### src/rtl/fdtd_sched_pkg.sv
// Shared types and constants for the fdtd-2d tile scheduler.
package fdtd_sched_pkg;

  typedef enum logic [2:0] {
    S_IDLE,
    S_LOAD,
    S_KSTART,
    S_KRUN,
    S_STORE,
    S_NEXT,
    S_FINISH
  } state_t;

  localparam logic [1:0] ERR_OK  = 2'd0;
  localparam logic [1:0] ERR_CFG = 2'd1;
  localparam logic [1:0] ERR_TMO = 2'd2;
  localparam logic [1:0] ERR_ABT = 2'd3;

  localparam int TILE_W_DEF = 16;

endpackage

### src/rtl/fdtd_sched_wdog.sv
// Per-phase cycle counter; expire is high on the CYCLES-th enabled cycle since the last clear.
module fdtd_sched_wdog #(
  parameter int unsigned CYCLES = 32'd1 << 20
) (
  input  logic clk,
  input  logic reset_n,
  input  logic clear,
  input  logic enable,
  output logic expire
);

  localparam int W = $clog2(CYCLES) + 1;

  logic [W-1:0] count_reg;

  assign expire = enable && (count_reg == W'(CYCLES - 1));

  always_ff @(posedge clk or negedge reset_n) begin
    if (!reset_n) begin
      count_reg <= '0;
    end else if (clear) begin
      count_reg <= '0;
    end else if (enable && !expire) begin
      count_reg <= count_reg + W'(1);
    end
  end

endmodule

### src/rtl/fdtd_tile_sched.sv
// Tile sequencer: load -> kernel (ap_ctrl_hs) -> store per tile, with address generation.
// Define FDTD_TILE_SCHED_WDOG_EN to build in the per-phase watchdog (timeout reported as err=2).
module fdtd_tile_sched
  import fdtd_sched_pkg::*;
#(
  parameter int          ADDR_WID    = 14,
  parameter int          TILE_W      = TILE_W_DEF,
  parameter int unsigned WDOG_CYCLES = 32'd1 << 20
) (
  input  logic                clk,
  input  logic                reset_n,
  input  logic                start,
  input  logic                abort,
  input  logic [TILE_W-1:0]   num_tiles,
  input  logic [ADDR_WID:0]   tile_words,
  input  logic [63:0]         read_base,
  input  logic [63:0]         write_base,
  input  logic [63:0]         tile_stride,
  output logic                ld_req,
  output logic [63:0]         ld_addr,
  output logic [ADDR_WID:0]   ld_len,
  input  logic                ld_done,
  output logic                ap_start,
  input  logic                ap_ready,
  input  logic                ap_done,
  output logic                st_req,
  output logic [63:0]         st_addr,
  output logic [ADDR_WID:0]   st_len,
  input  logic                st_done,
  output logic                busy,
  output logic                done,
  output logic [1:0]          err,
  output logic [TILE_W-1:0]   tile_idx
);

  localparam logic [ADDR_WID:0] MAX_WORDS = {1'b1, {ADDR_WID{1'b0}}};

  state_t              state_reg, state_next;
  logic [1:0]          err_reg, err_next;
  logic [TILE_W-1:0]   tile_reg, tile_next;
  logic [TILE_W-1:0]   ntiles_reg, ntiles_next;
  logic [ADDR_WID:0]   len_reg, len_next;
  logic [63:0]         rd_addr_reg, rd_addr_next;
  logic [63:0]         wr_addr_reg, wr_addr_next;
  logic [63:0]         stride_reg, stride_next;

  logic                cfg_bad;
  logic                stop;
  logic                wdog_expire;
  logic [TILE_W-1:0]   tile_inc;

  assign cfg_bad  = (tile_words == '0) || (tile_words > MAX_WORDS);
  assign tile_inc = tile_reg + TILE_W'(1);

  // FINISH is left alone so a late abort cannot produce a second done pulse.
  assign stop = (state_reg != S_IDLE) && (state_reg != S_FINISH) && (abort || wdog_expire);

`ifdef FDTD_TILE_SCHED_WDOG_EN
  logic phase_active;

  assign phase_active = (state_reg == S_LOAD) || (state_reg == S_KSTART) ||
                        (state_reg == S_KRUN) || (state_reg == S_STORE);

  fdtd_sched_wdog #(
    .CYCLES (WDOG_CYCLES)
  ) u_wdog (
    .clk     (clk),
    .reset_n (reset_n),
    .clear   (state_next != state_reg),
    .enable  (phase_active),
    .expire  (wdog_expire)
  );
`else
  // Watchdog compiled out; WDOG_CYCLES only matters when it is built in.
  assign wdog_expire = 1'b0 & (WDOG_CYCLES != 32'd0);
`endif

  always_comb begin
    state_next   = state_reg;
    err_next     = err_reg;
    tile_next    = tile_reg;
    ntiles_next  = ntiles_reg;
    len_next     = len_reg;
    rd_addr_next = rd_addr_reg;
    wr_addr_next = wr_addr_reg;
    stride_next  = stride_reg;

    case (state_reg)
      S_IDLE: begin
        if (start) begin
          tile_next    = '0;
          ntiles_next  = num_tiles;
          len_next     = tile_words;
          rd_addr_next = read_base;
          wr_addr_next = write_base;
          stride_next  = tile_stride;
          if (cfg_bad) begin
            err_next   = ERR_CFG;
            state_next = S_FINISH;
          end else if (num_tiles == '0) begin
            err_next   = ERR_OK;
            state_next = S_FINISH;
          end else begin
            err_next   = ERR_OK;
            state_next = S_LOAD;
          end
        end
      end
      S_LOAD:   if (ld_done) state_next = S_KSTART;
      S_KSTART: if (ap_ready) state_next = ap_done ? S_STORE : S_KRUN;
      S_KRUN:   if (ap_done) state_next = S_STORE;
      S_STORE:  if (st_done) state_next = S_NEXT;
      S_NEXT: begin
        rd_addr_next = rd_addr_reg + stride_reg;
        wr_addr_next = wr_addr_reg + stride_reg;
        if (tile_inc == ntiles_reg) begin
          state_next = S_FINISH;
        end else begin
          tile_next  = tile_inc;
          state_next = S_LOAD;
        end
      end
      S_FINISH: state_next = S_IDLE;
      default:  state_next = S_IDLE;
    endcase

    // Abort and timeout override any same-cycle completion pulse.
    if (stop) begin
      state_next   = S_FINISH;
      err_next     = abort ? ERR_ABT : ERR_TMO;
      tile_next    = tile_reg;
      rd_addr_next = rd_addr_reg;
      wr_addr_next = wr_addr_reg;
    end
  end

  always_ff @(posedge clk or negedge reset_n) begin
    if (!reset_n) begin
      state_reg   <= S_IDLE;
      err_reg     <= ERR_OK;
      tile_reg    <= '0;
      ntiles_reg  <= '0;
      len_reg     <= '0;
      rd_addr_reg <= '0;
      wr_addr_reg <= '0;
      stride_reg  <= '0;
    end else begin
      state_reg   <= state_next;
      err_reg     <= err_next;
      tile_reg    <= tile_next;
      ntiles_reg  <= ntiles_next;
      len_reg     <= len_next;
      rd_addr_reg <= rd_addr_next;
      wr_addr_reg <= wr_addr_next;
      stride_reg  <= stride_next;
    end
  end

  assign ld_req   = (state_reg == S_LOAD);
  assign ap_start = (state_reg == S_KSTART);
  assign st_req   = (state_reg == S_STORE);
  assign busy     = (state_reg != S_IDLE);
  assign done     = (state_reg == S_FINISH);
  assign ld_addr  = rd_addr_reg;
  assign st_addr  = wr_addr_reg;
  assign ld_len   = len_reg;
  assign st_len   = len_reg;
  assign err      = err_reg;
  assign tile_idx = tile_reg;

endmodule
### config.mk
export PLATFORM = sky130hd
export DESIGN_NAME = fdtd_tile_sched
export DESIGN_NICKNAME = d
export VERILOG_FILES = /design/src/rtl/fdtd_sched_pkg.sv /design/src/rtl/fdtd_sched_wdog.sv /design/src/rtl/fdtd_tile_sched.sv
export SDC_FILE = /design/constraint.sdc
export NUM_CORES = 1
export LEC_CHECK = 0
export CORE_ASPECT_RATIO = 0.5
export CORE_MARGIN = 2
export CORE_UTILIZATION = 47
export CTS_CLUSTER_SIZE = 28
export DETAILED_ROUTE_END_ITERATION = 8
export PLACE_DENSITY = 0.85
export SYNTH_ARGS = -nofsm -noshare
export SYNTH_HDL_FRONTEND = slang
export SYNTH_SLANG_ARGS = --single-unit
### constraint.sdc
create_clock -name clk -period 4.5 [get_ports clk]
set_input_delay 1.35 -clock clk [delete_from_list [all_inputs] [get_ports clk]]
set_output_delay 1.35 -clock clk [all_outputs]
set_load 0.01 [all_outputs]
==> results of run 1 <==
layout make-up:
cell class                      count  share of cell area
Antenna cell                        4            0.000420
Clock buffer                       35              0.0309
Clock inverter                     11             0.00493
Inverter                           42             0.00661
Multi-Input combinational cell   2001               0.492
Sequential cell                   244               0.256
Tap cell                          530              0.0278
Timing Repair Buffer              428               0.181
metal layers:
| layer | vias to the layer above | part of all wire | track usage |
|---|---|---|---|
| met5 | - | 0 | 0 |
| met4 | 0 | 0.044 | 0.139 |
| met3 | 165 | 0.072 | 0.0418 |
| met2 | 936 | 0.46 | 0.536 |
| met1 | 9674 | 0.42 | 0.429 |
| li1 | 9302 | - | - |
cells in the final DEF, fill, tap and decap left out, types with 18 or more instances in the layout:
cell type	Yosys	layout
a211oi_1	21	21
xor2_1	50	50
o21ai_1	65	64
xnor2_1	64	64
nor3_1	39	39
inv_1	40	40
nand4_1	44	44
ha_1	127	127
or3_1	19	19
o21a_1	18	18
dfrtp_1	244	244
and3_1	28	28
a21oi_1	278	277
nor2_1	186	184
nand2_1	525	524
o21ai_0	114	114
clkbuf_16	0	27
o21bai_1	23	23
clkdlybuf4s50_1	0	410
a31oi_1	46	46
nand3_1	58	58
a21o_1	69	69
tightest hold or removal path, delay by kind of cell, from the launching register on:
kind	cells	cell delay (ns)
flip-flops	1	0.36
AND/OR/NAND/NOR	2	0.10
through the flow:
step / power [uW] / setup slack (ns) / cells / area (um^2)
floorplan: 13600 / 1.21 / 2448 / 18600
global placement: 18200 / 0.714 / 3245 / 23000
detailed placement: 18400 / 0.640 / 3245 / 23000
CTS: 20700 / 0.606 / 3291 / 23800
global route: 22500 / 0.112 / 3295 / 23800
finish: 21000 / 0.408 / 3295 / 23800
power groups by stage:
stage / combinational, uW / sequential (uW) / clock [uW]
2_1_floorplan: 9380 / 4200 / 0
3_3_place_gp: 13900 / 4320 / 0
3_5_place_dp: 14000 / 4350 / 0
4_1_cts: 14100 / 4320 / 2240
5_1_grt: 15700 / 4440 / 2340
6_report: 14400 / 4350 / 2240
cell families after synthesis:
kind of cell | Yosys count | share of synthesized area
buffers and inverters | 203 | 0.0447
adder cells (fa/ha/maj) | 129 | 0.0874
AND/OR/NAND/NOR | 984 | 0.231
flip-flops | 244 | 0.328
multiplexers | 8 | 0.00443
XOR/XNOR | 114 | 0.0536
AO/OA/AOI/OAI | 766 | 0.251
worst max path at each step:
| stage | from | to | slack, ns | cells past startpoint |
|---|---|---|---|---|
| 2_1_floorplan | st_addr[24] | st_addr[60] | 1.21 | 11 |
| 3_3_place_gp | stride_reg[0] | ld_addr[60] | 0.71 | 14 |
| 3_5_place_dp | stride_reg[0] | ld_addr[60] | 0.64 | 14 |
| 4_1_cts | stride_reg[0] | ld_addr[60] | 0.61 | 14 |
| 5_1_grt | stride_reg[0] | st_addr[62] | 0.11 | 13 |
| 6_report | stride_reg[0] | ld_addr[60] | 0.41 | 14 |
==> impl_metrics.csv, run 1 <==
group,metric,value,unit
run_status,status,"finished, final reports clean",
critical_path,reg2reg_from,"stride_reg[0]",
synth,synth_edf_count,0,
pwr,power_density,883,nW/um^2
global_routing,grt_use_total,0.323,
critical_path,reg2regPathDepth,14,
timing,finalHoldViolCount,0,
pwr,peakVddDrop,391,uV
timing,fin_skew,0.0297,ns
timing,tns,0,ns
timing,post-route-min-period,4.09,ns
critical_path,crit_path_frequent_cell,"a21oi_1",
critical_path,r2r_slack,0.41,ns
routing,vias,20077,
cells_and_area,area_delta_synth_final,27.9,%
die,die-width,286,um
critical_path,cp_top_family,"compound AO/OA/AOI/OAI gates",
synth,synth-seq-area-share,0.328,
timing,timing.slew.headroom,0.320,
global_routing,gr-total-overflow,0,
pwr,netSwitchingFraction,0.508,
clock_tree,h-tree-depth,1,
synth,ys_ff_latch,244,
cells_and_area,drive_above_1_share,0.0264,
timing,fmax,244,MHz
global_routing,grt_pass1_wl,106000,um
synth,synthFlopType,"dfrtp_1",
critical_path,crit_slowest_cell,"a21oi_1",
die,rows,51,
synth,synth_top_area_frac,0.328,
run,maxCapViolations,0,
cells_and_area,multi_input_area,11700,um^2
synth,synth_common_cells,"525 x nand2_1, 278 x a21oi_1, 244 x dfrtp_1",
global_routing,grt_max_degree,110,
synth,ys_warn_count,0,
synth,avgSynthCellArea,7.61,um^2
placed_design,place.port_buffers,411,
cells_and_area,regArea,6110,um^2
routing,drt_pass1_iterations,5,
worst_hold_path,hold_path.class,"reg -> reg",
timing,timing_worst_slew_pin_value,1.02,ns
timing,period_share,0.909,
critical_path,cp-end-kind,"flop",
pwr,p_int,10400,uW
timing,rsz0062_at_grt,"no",
clock_tree,clk_pin_slew_worst_paths,0.07,ns
placed_design,place_congestion,0.987,
critical_path,timing.rr.end,"ld_addr[60]",
worst_hold_path,holdPathEnd,"ntiles_reg[3]",
die,core_area,39000,um^2
critical_path,crit_chain,"ha_1 > inv_1 > fa_1 > nor2b_1 > o21ai_0 > o21ai_1 > a211oi_1 > buf_4 > a21oi_1 > o211ai_1 > a21oi_1 > o221ai_1 > a2111o_1 > nand3_1",
global_routing,antenna_found_initial,5,
synth,synth_cell_types,79,
pwr,clock_power_share,0.106,
critical_path,cp.arrival,4.58,ns
routing,wl,69000,um
pwr,seq_power_share,0.207,
synth,yosys-top-cells-area,"dfrtp_1 33%, nand2_1 11%, ha_1 8.5%",
routing,wl_per_cell,20.9,um
clock_tree,postCtsResizedCells,0,
clock_tree,clockBufferDepth,3,
synth,synthCells,2448,
clock_tree,cts_sinks,244,
pwr,power.leakage,0.0105,uW
die,io_pins,412,
clock_tree,numCtsBuffers,26,
timing,setup_viol,0,
synth,ys_async_sr_fraction,1.00,
synth,yosysMostFrequentCell,"nand2_1",
die,die_h,145,um
cells_and_area,nNetsFinal,3103,
synth,syn_nets,2808,
routing,drt_iter0_drc,1926,
routing,ant_nets,0,
clock_tree,cts_root_buf,"clkbuf_16",
critical_path,crit_type,"reg -> reg",
clock_tree,postCtsSetupBuffers,0,
pwr,p_switching,10700,uW
critical_path,start_kind,"flop",
clock_tree,postCtsHoldBufs,0,
global_routing,first_global_vias,18849,
critical_path,critPathMaxStageDelay,0.51,ns
synth,yosys.area.top_type,"dfrtp_1",
placed_design,dp_hpwl,52500,um
cells_and_area,fillCellCount,3376,
die,dieArea,41300,um^2
critical_path,cp_num_buf_inv,2,
pwr,p_comb_frac,0.687,
die,start_util,0.478,
synth,synthesis.area,18600,um^2
routing,drt-vias-per-instance,6.09,
critical_path,crit_fanout,5,
timing,slew_violations,0,
worst_hold_path,min_from,"ntiles_reg[3]",
timing,whs,0.498,ns
routing,drc,0,
cells_and_area,final_core_util,0.611,
clock_tree,clkLatencyLatePin,0.57,ns
clock_tree,cts_tree,"yes",
critical_path,required,4.99,ns
worst_hold_path,hold_depth,2,
Note: power is estimated with default switching activity, not from simulation.
==> inputs of run 2 (changes only) <==
--- a/config.mk
+++ b/config.mk
@@ -8,6 +8,7 @@
 export CORE_ASPECT_RATIO = 0.5
 export CORE_MARGIN = 2
 export CORE_UTILIZATION = 47
+export CTS_BUF_LIST = sky130_fd_sc_hd__clkbuf_8
 export CTS_CLUSTER_SIZE = 28
 export DETAILED_ROUTE_END_ITERATION = 8
 export PLACE_DENSITY = 0.85
==> run 2 against run 1 <==
Die area unchanged. Clock power grew 3%. Via count is essentially flat. Cell count is 0.82% higher. Combinational power about the same. Maximum frequency is 0.83% lower. Global-route usage increased by 0.33 points. Total power is 0.24% higher. Routed wire length rose by 0.34%. First-iteration DRC count is 6.4% higher. Sequential power barely moved. Core utilization increased by 0.16 points.
==> impl_metrics.csv, run 2 (synthesized netlist as in run 1, its figures left out) <==
group,metric,value,unit
routing,drc,0,
die,dieArea,41300,um^2
timing,fin_skew,0.0354,ns
timing,finalHoldViolCount,0,
global_routing,gr-total-overflow,0,
placed_design,place_inst,3245,
critical_path,cp.arrival,4.64,ns
timing,timing.slew.headroom,0.330,
critical_path,cp-end-kind,"flop",
cells_and_area,nNetsFinal,3118,
clock_tree,h-tree-depth,2,
clock_tree,clkLatencyLatePin,0.60,ns
timing,post-route-min-period,4.13,ns
critical_path,required,5.02,ns
pwr,peakVddDrop,330,uV
critical_path,start_kind,"flop",
timing,period_share,0.917,
global_routing,use_met1,0.434,
timing,setup_viol,0,
clock_tree,postCtsHoldBufs,0,
die,rows,51,
routing,drt_iter0_drc,2050,
clock_tree,numCtsBuffers,41,
run_status,status,"finished, final reports clean",
global_routing,antenna_found_initial,4,
global_routing,first_global_vias,19052,
routing,ant_nets,0,
placed_design,place.port_buffers,411,
pwr,power_density,882,nW/um^2
clock_tree,clockBufferDepth,3,
placed_design,dp_hpwl,52500,um
timing,slew_violations,0,
clock_tree,cts_root_buf,"clkbuf_8",
clock_tree,cts_sinks,244,
cells_and_area,fin_cells,3322,
cells_and_area,mostFrequentLayoutCell,"nand2_1",
clock_tree,cts_tree,"yes",
critical_path,crit_fanout,5,
global_routing,grt_use_total,0.326,
die,die-width,286,um
routing,wl_per_cell,20.8,um
clock_tree,postCtsSetupBuffers,0,
placed_design,place_congestion,0.987,
die,start_util,0.478,
clock_tree,clk_pin_slew_worst_paths,0.07,ns
timing,fmax,242,MHz
timing,rsz0062_at_grt,"no",
die,core_area,39000,um^2
timing,whs,0.496,ns
timing,timing_worst_slew_pin_value,1.00,ns
cells_and_area,fillCellCount,3414,
global_routing,grt_pass1_wl,106000,um
die,io_pins,412,
clock_tree,postCtsResizedCells,0,
global_routing,busiest_layer,"met2",
run,maxCapViolations,0,
cells_and_area,area_delta_synth_final,28.3,%
global_routing,use_met2,0.535,
global_routing,grtUsageMet3,0.0455,
cells_and_area,layout_common_cells,"524 x nand2_1, 410 x clkdlybuf4s50_1, 277 x a21oi_1",
routing,vias,20090,
routing,drt-vias-per-instance,6.05,
timing,tns,0,ns
cells_and_area,drive_above_1_share,0.0341,
die,die_h,145,um
routing,drt_pass1_iterations,5,
global_routing,grt_max_degree,110,
worst_hold_path,hold_path.class,"reg -> reg",
critical_path,crit_type,"reg -> reg",
routing,wl,69200,um
pwr,power.leakage,0.0106,uW
run 2: changes by cell type in the layout (fill, tap and decap cells not counted), sizes merged:
| cell | change |
|---|---|
| bufinv | +3 |
| clkbuf | +13 |
| clkinv | +2 |
| clkinvlp | -3 |
| inv | +12 |
run 2: path summary, 6_finish.rpt:
kind | cells after the start | to | slack, ns | startpoint
max | 14 | ld_addr[60] | 0.37 | stride_reg[0]
min | 2 | ld_len[12] | 0.50 | ld_len[12]
max reg2reg | 14 | ld_addr[60] | 0.37 | stride_reg[0]
min reg2reg | 2 | ld_len[12] | 0.50 | ld_len[12]
max in group asynchronous | 2 | ld_addr[35] | 2.86 | reset_n
min in group asynchronous | 1 | ld_addr[18] | 0.75 | reset_n
run 2: where the power goes:
group | internal [uW] | switching (uW)
logic | 5900 | 8530
registers | 3190 | 1160
clock network | 1270 | 1040
run 2: through the flow:
stage               instance area [um^2]  power [uW]  setup slack (ns)   util
floorplan                          18600       13600              1.21      -
global placement                   23000       18200             0.714  0.589
detailed placement                 23000       18400             0.640  0.589
CTS                                23900       20800             0.537  0.613
global route                       23900       22600             0.116  0.613
finish                             23900       21100             0.373  0.613
run 2: metal layers:
layer	routed length [um]	share of wire
met5	0	0
met4	3210	0.046
met2	31800	0.46
met3	5160	0.074
met1	29000	0.42
run 2: final cells by class:
| type | instances | area (um^2) | share of cell area |
|---|---|---|---|
| repair buffers | 428 | 4310 | 0.180 |
| diodes | 4 | 10.0 | 0.000419 |
| well taps | 530 | 663 | 0.0277 |
| clock inverters | 25 | 254 | 0.0106 |
| clock buffers | 48 | 661 | 0.0276 |
| inverters | 42 | 158 | 0.00660 |
| multi-input cells | 2001 | 11700 | 0.491 |
| flip-flops and latches | 244 | 6110 | 0.255 |
run 2: critical path, stage by stage, from the launching register on:
cell and delay (ns):
dfrtp_1 0.38, ha_1 0.20, inv_1 0.06, fa_1 0.38
nor2b_1 0.19, o21ai_0 0.16, o21ai_1 0.47, a211oi_1 0.15
buf_4 0.19, a21oi_1 0.27, o211ai_1 0.21, a21oi_1 0.52
o221ai_1 0.34, a2111o_1 0.47, nand3_1 0.08
==> inputs of run 3 (changes only) <==
--- a/config.mk
+++ b/config.mk
@@ -7,11 +7,11 @@
 export LEC_CHECK = 0
 export CORE_ASPECT_RATIO = 0.5
 export CORE_MARGIN = 2
-export CORE_UTILIZATION = 47
-export CTS_BUF_LIST = sky130_fd_sc_hd__clkbuf_8
+export CORE_UTILIZATION = 48
+export CTS_BUF_LIST = sky130_fd_sc_hd__clkbuf_4 sky130_fd_sc_hd__clkbuf_8
 export CTS_CLUSTER_SIZE = 28
 export DETAILED_ROUTE_END_ITERATION = 8
-export PLACE_DENSITY = 0.85
+export PLACE_DENSITY = 0.9
 export SYNTH_ARGS = -nofsm -noshare
 export SYNTH_HDL_FRONTEND = slang
 export SYNTH_SLANG_ARGS = --single-unit
==> constraint.sdc (replaced) <==
create_clock -name clk -period 3.6 [get_ports clk]
set_input_delay 1.08 -clock clk [delete_from_list [all_inputs] [get_ports clk]]
set_output_delay 1.08 -clock clk [all_outputs]
set_load 0.01 [all_outputs]
==> run 3 against run 2 <==
Core utilization increased by 4.1 points. Worst hold slack got worse by 0.061 ns. Routed wire length increased by 4.4%. Maximum frequency increased by 16%.
==> impl_metrics.csv, run 3 (synthesized netlist as in run 1, its figures left out) <==
group,metric,value,unit
timing,finalHoldViolCount,0,
clock_tree,clkLatencyLatePin,0.60,ns
die,start_util,0.492,
clock_tree,cts_root_buf,"clkbuf_8",
routing,vias,20668,
worst_hold_path,hold_path.class,"in -> async",
clock_tree,cts_sinks,244,
global_routing,antenna_found_initial,5,
die,die-width,283,um
critical_path,crit_type,"reg -> reg",
pwr,seq_power_share,0.197,
critical_path,cp.arrival,4.03,ns
clock_tree,numCtsBuffers,40,
timing,whs,0.435,ns
clock_tree,clockBufferDepth,3,
pwr,power,27600,uW
cells_and_area,layout_common_cells,"524 x nand2_1, 410 x clkdlybuf4s50_1, 274 x a21oi_1",
cells_and_area,nNetsFinal,3214,
pwr,peakVddDrop,509,uV
die,dieArea,40500,um^2
routing,wl_per_cell,21.2,um
pwr,netSwitchingFraction,0.503,
timing,timing.slew.headroom,0.541,
timing,fin_skew,0.0384,ns
pwr,power.leakage,0.0111,uW
timing,period_share,0.988,
timing,setup_viol,0,
pwr,p_comb_frac,0.701,
placed_design,place.port_buffers,411,
cells_and_area,drive_above_1_share,0.0756,
critical_path,r2r_slack,0.04,ns
routing,wl,72300,um
pwr,p_switching,13900,uW
timing,fmax,281,MHz
global_routing,first_global_vias,19549,
cells_and_area,area_delta_synth_final,32.8,%
pwr,p_int,13700,uW
routing,drc,0,
global_routing,gr-total-overflow,0,
critical_path,crit_fanout,7,
critical_path,start_kind,"flop",
routing,ant_nets,0,
run,maxCapViolations,0,
pwr,clock_power_share,0.103,
timing,post-route-min-period,3.56,ns
critical_path,timing.rr.end,"ld_addr[62]",
global_routing,grt_pass1_wl,111000,um
global_routing,grt_max_degree,117,
critical_path,reg2regPathDepth,11,
clock_tree,postCtsHoldBufs,0,
routing,drt_pass1_iterations,5,
routing,drt-vias-per-instance,6.06,
clock_tree,cts_tree,"yes",
die,io_pins,412,
timing,timing_worst_slew_pin_value,0.683,ns
placed_design,place_congestion,1.10,
placed_design,dp_hpwl,56000,um
critical_path,cp-startpoint,"ld_addr[7]",
die,core_area,37800,um^2
pwr,power_density,1110,nW/um^2
die,rows,50,
routing,drt_iter0_drc,2065,
run_status,status,"finished, final reports clean",
timing,slew_violations,0,
clock_tree,clk_pin_slew_worst_paths,0.07,ns
die,die_h,143,um
global_routing,grt_use_total,0.349,
clock_tree,h-tree-depth,2,
critical_path,required,4.07,ns
critical_path,cp-end-kind,"flop",
cells_and_area,mostFrequentLayoutCell,"nand2_1",
critical_path,reg2reg_from,"ld_addr[7]",
==> run 3: cell count changes in the layout (fill, tap and decap cells not counted), sizes merged <==
cell      change
bufinv        -2
inv          -11
buf          +97
clkinv        +1
diode         +1
clkinvlp      -2
clkbuf       +12
==> run 3: critical path, stage by stage (launching register included) <==
cell,delay (ns)
dfrtp_1,0.41
ha_1,0.41
and4_1,0.33
and3_1,0.23
a211oi_1,0.27
buf_4,0.21
o21ai_2,0.09
a2111o_1,0.60
nand3_1,0.19
o21ai_1,0.10
mux2_1,0.33
nor4_2,0.28
==> run 3: per-stage QoR <==
| step | setup slack (ns) | utilization | instances | instance area (um^2) | setup TNS [ns] |
|---|---|---|---|---|---|
| final | 0.0446 | 0.654 | 3408 | 24700 | 0 |
| after global routing | -0.0788 | 0.654 | 3408 | 24700 | -0.0788 |
| after CTS | 0.0142 | 0.651 | 3401 | 24600 | 0 |
| after detailed placement | -0.135 | 0.627 | 3330 | 23700 | -0.269 |
| after global placement | 0.0198 | 0.627 | 3330 | 23700 | 0 |
| after floorplan | 0.307 | - | 2448 | 18600 | 0 |
==> run 3: cell type report <==
cell class | count | area, um^2
Sequential cell | 244 | 6110
Antenna cell | 5 | 12.5
Inverter | 42 | 158
Clock buffer | 60 | 744
Multi-Input combinational cell | 2001 | 11800
Fill cell | 3154 | 13100
Tap cell | 520 | 651
Timing Repair Buffer | 525 | 5100
Clock inverter | 11 | 138
==> run 3: per-layer routing <==
metal | wire length, um | vias to the layer above | GRT usage
met4 | 2800 | 0 | 0.138
met1 | 30500 | 9898 | 0.471
met5 | 0 | - | 0
met2 | 32500 | 1054 | 0.556
li1 | - | 9544 | -
met3 | 6540 | 172 | 0.0671
==> run 3: power groups by stage <==
stage               Combinational (uW)  Clock (uW)  Sequential [uW]
floorplan                        11700           0             5250
global placement                 18400           0             5350
detailed placement               18600           0             5400
CTS                              18700        2860             5370
global route                     20900        3000             5510
finish                           19300        2830             5410
==> run 3: worst max-delay path by stage <==
stage	end	slack (ns)	depth (start not counted)
global route	ld_addr[62]	-0.08	15
global placement	st_addr[62]	0.02	15
floorplan	st_addr[60]	0.31	11
CTS	ld_addr[62]	0.01	15
detailed placement	ld_addr[60]	-0.13	16
finish	ld_addr[62]	0.04	11
==> run 3: timing repair <==
item / in CTS / in global routing
resized for setup: 6 / 15
buffers inserted: 0 / 2
pin swaps: 0 / 7
setup endpoints to repair: 4 / 13
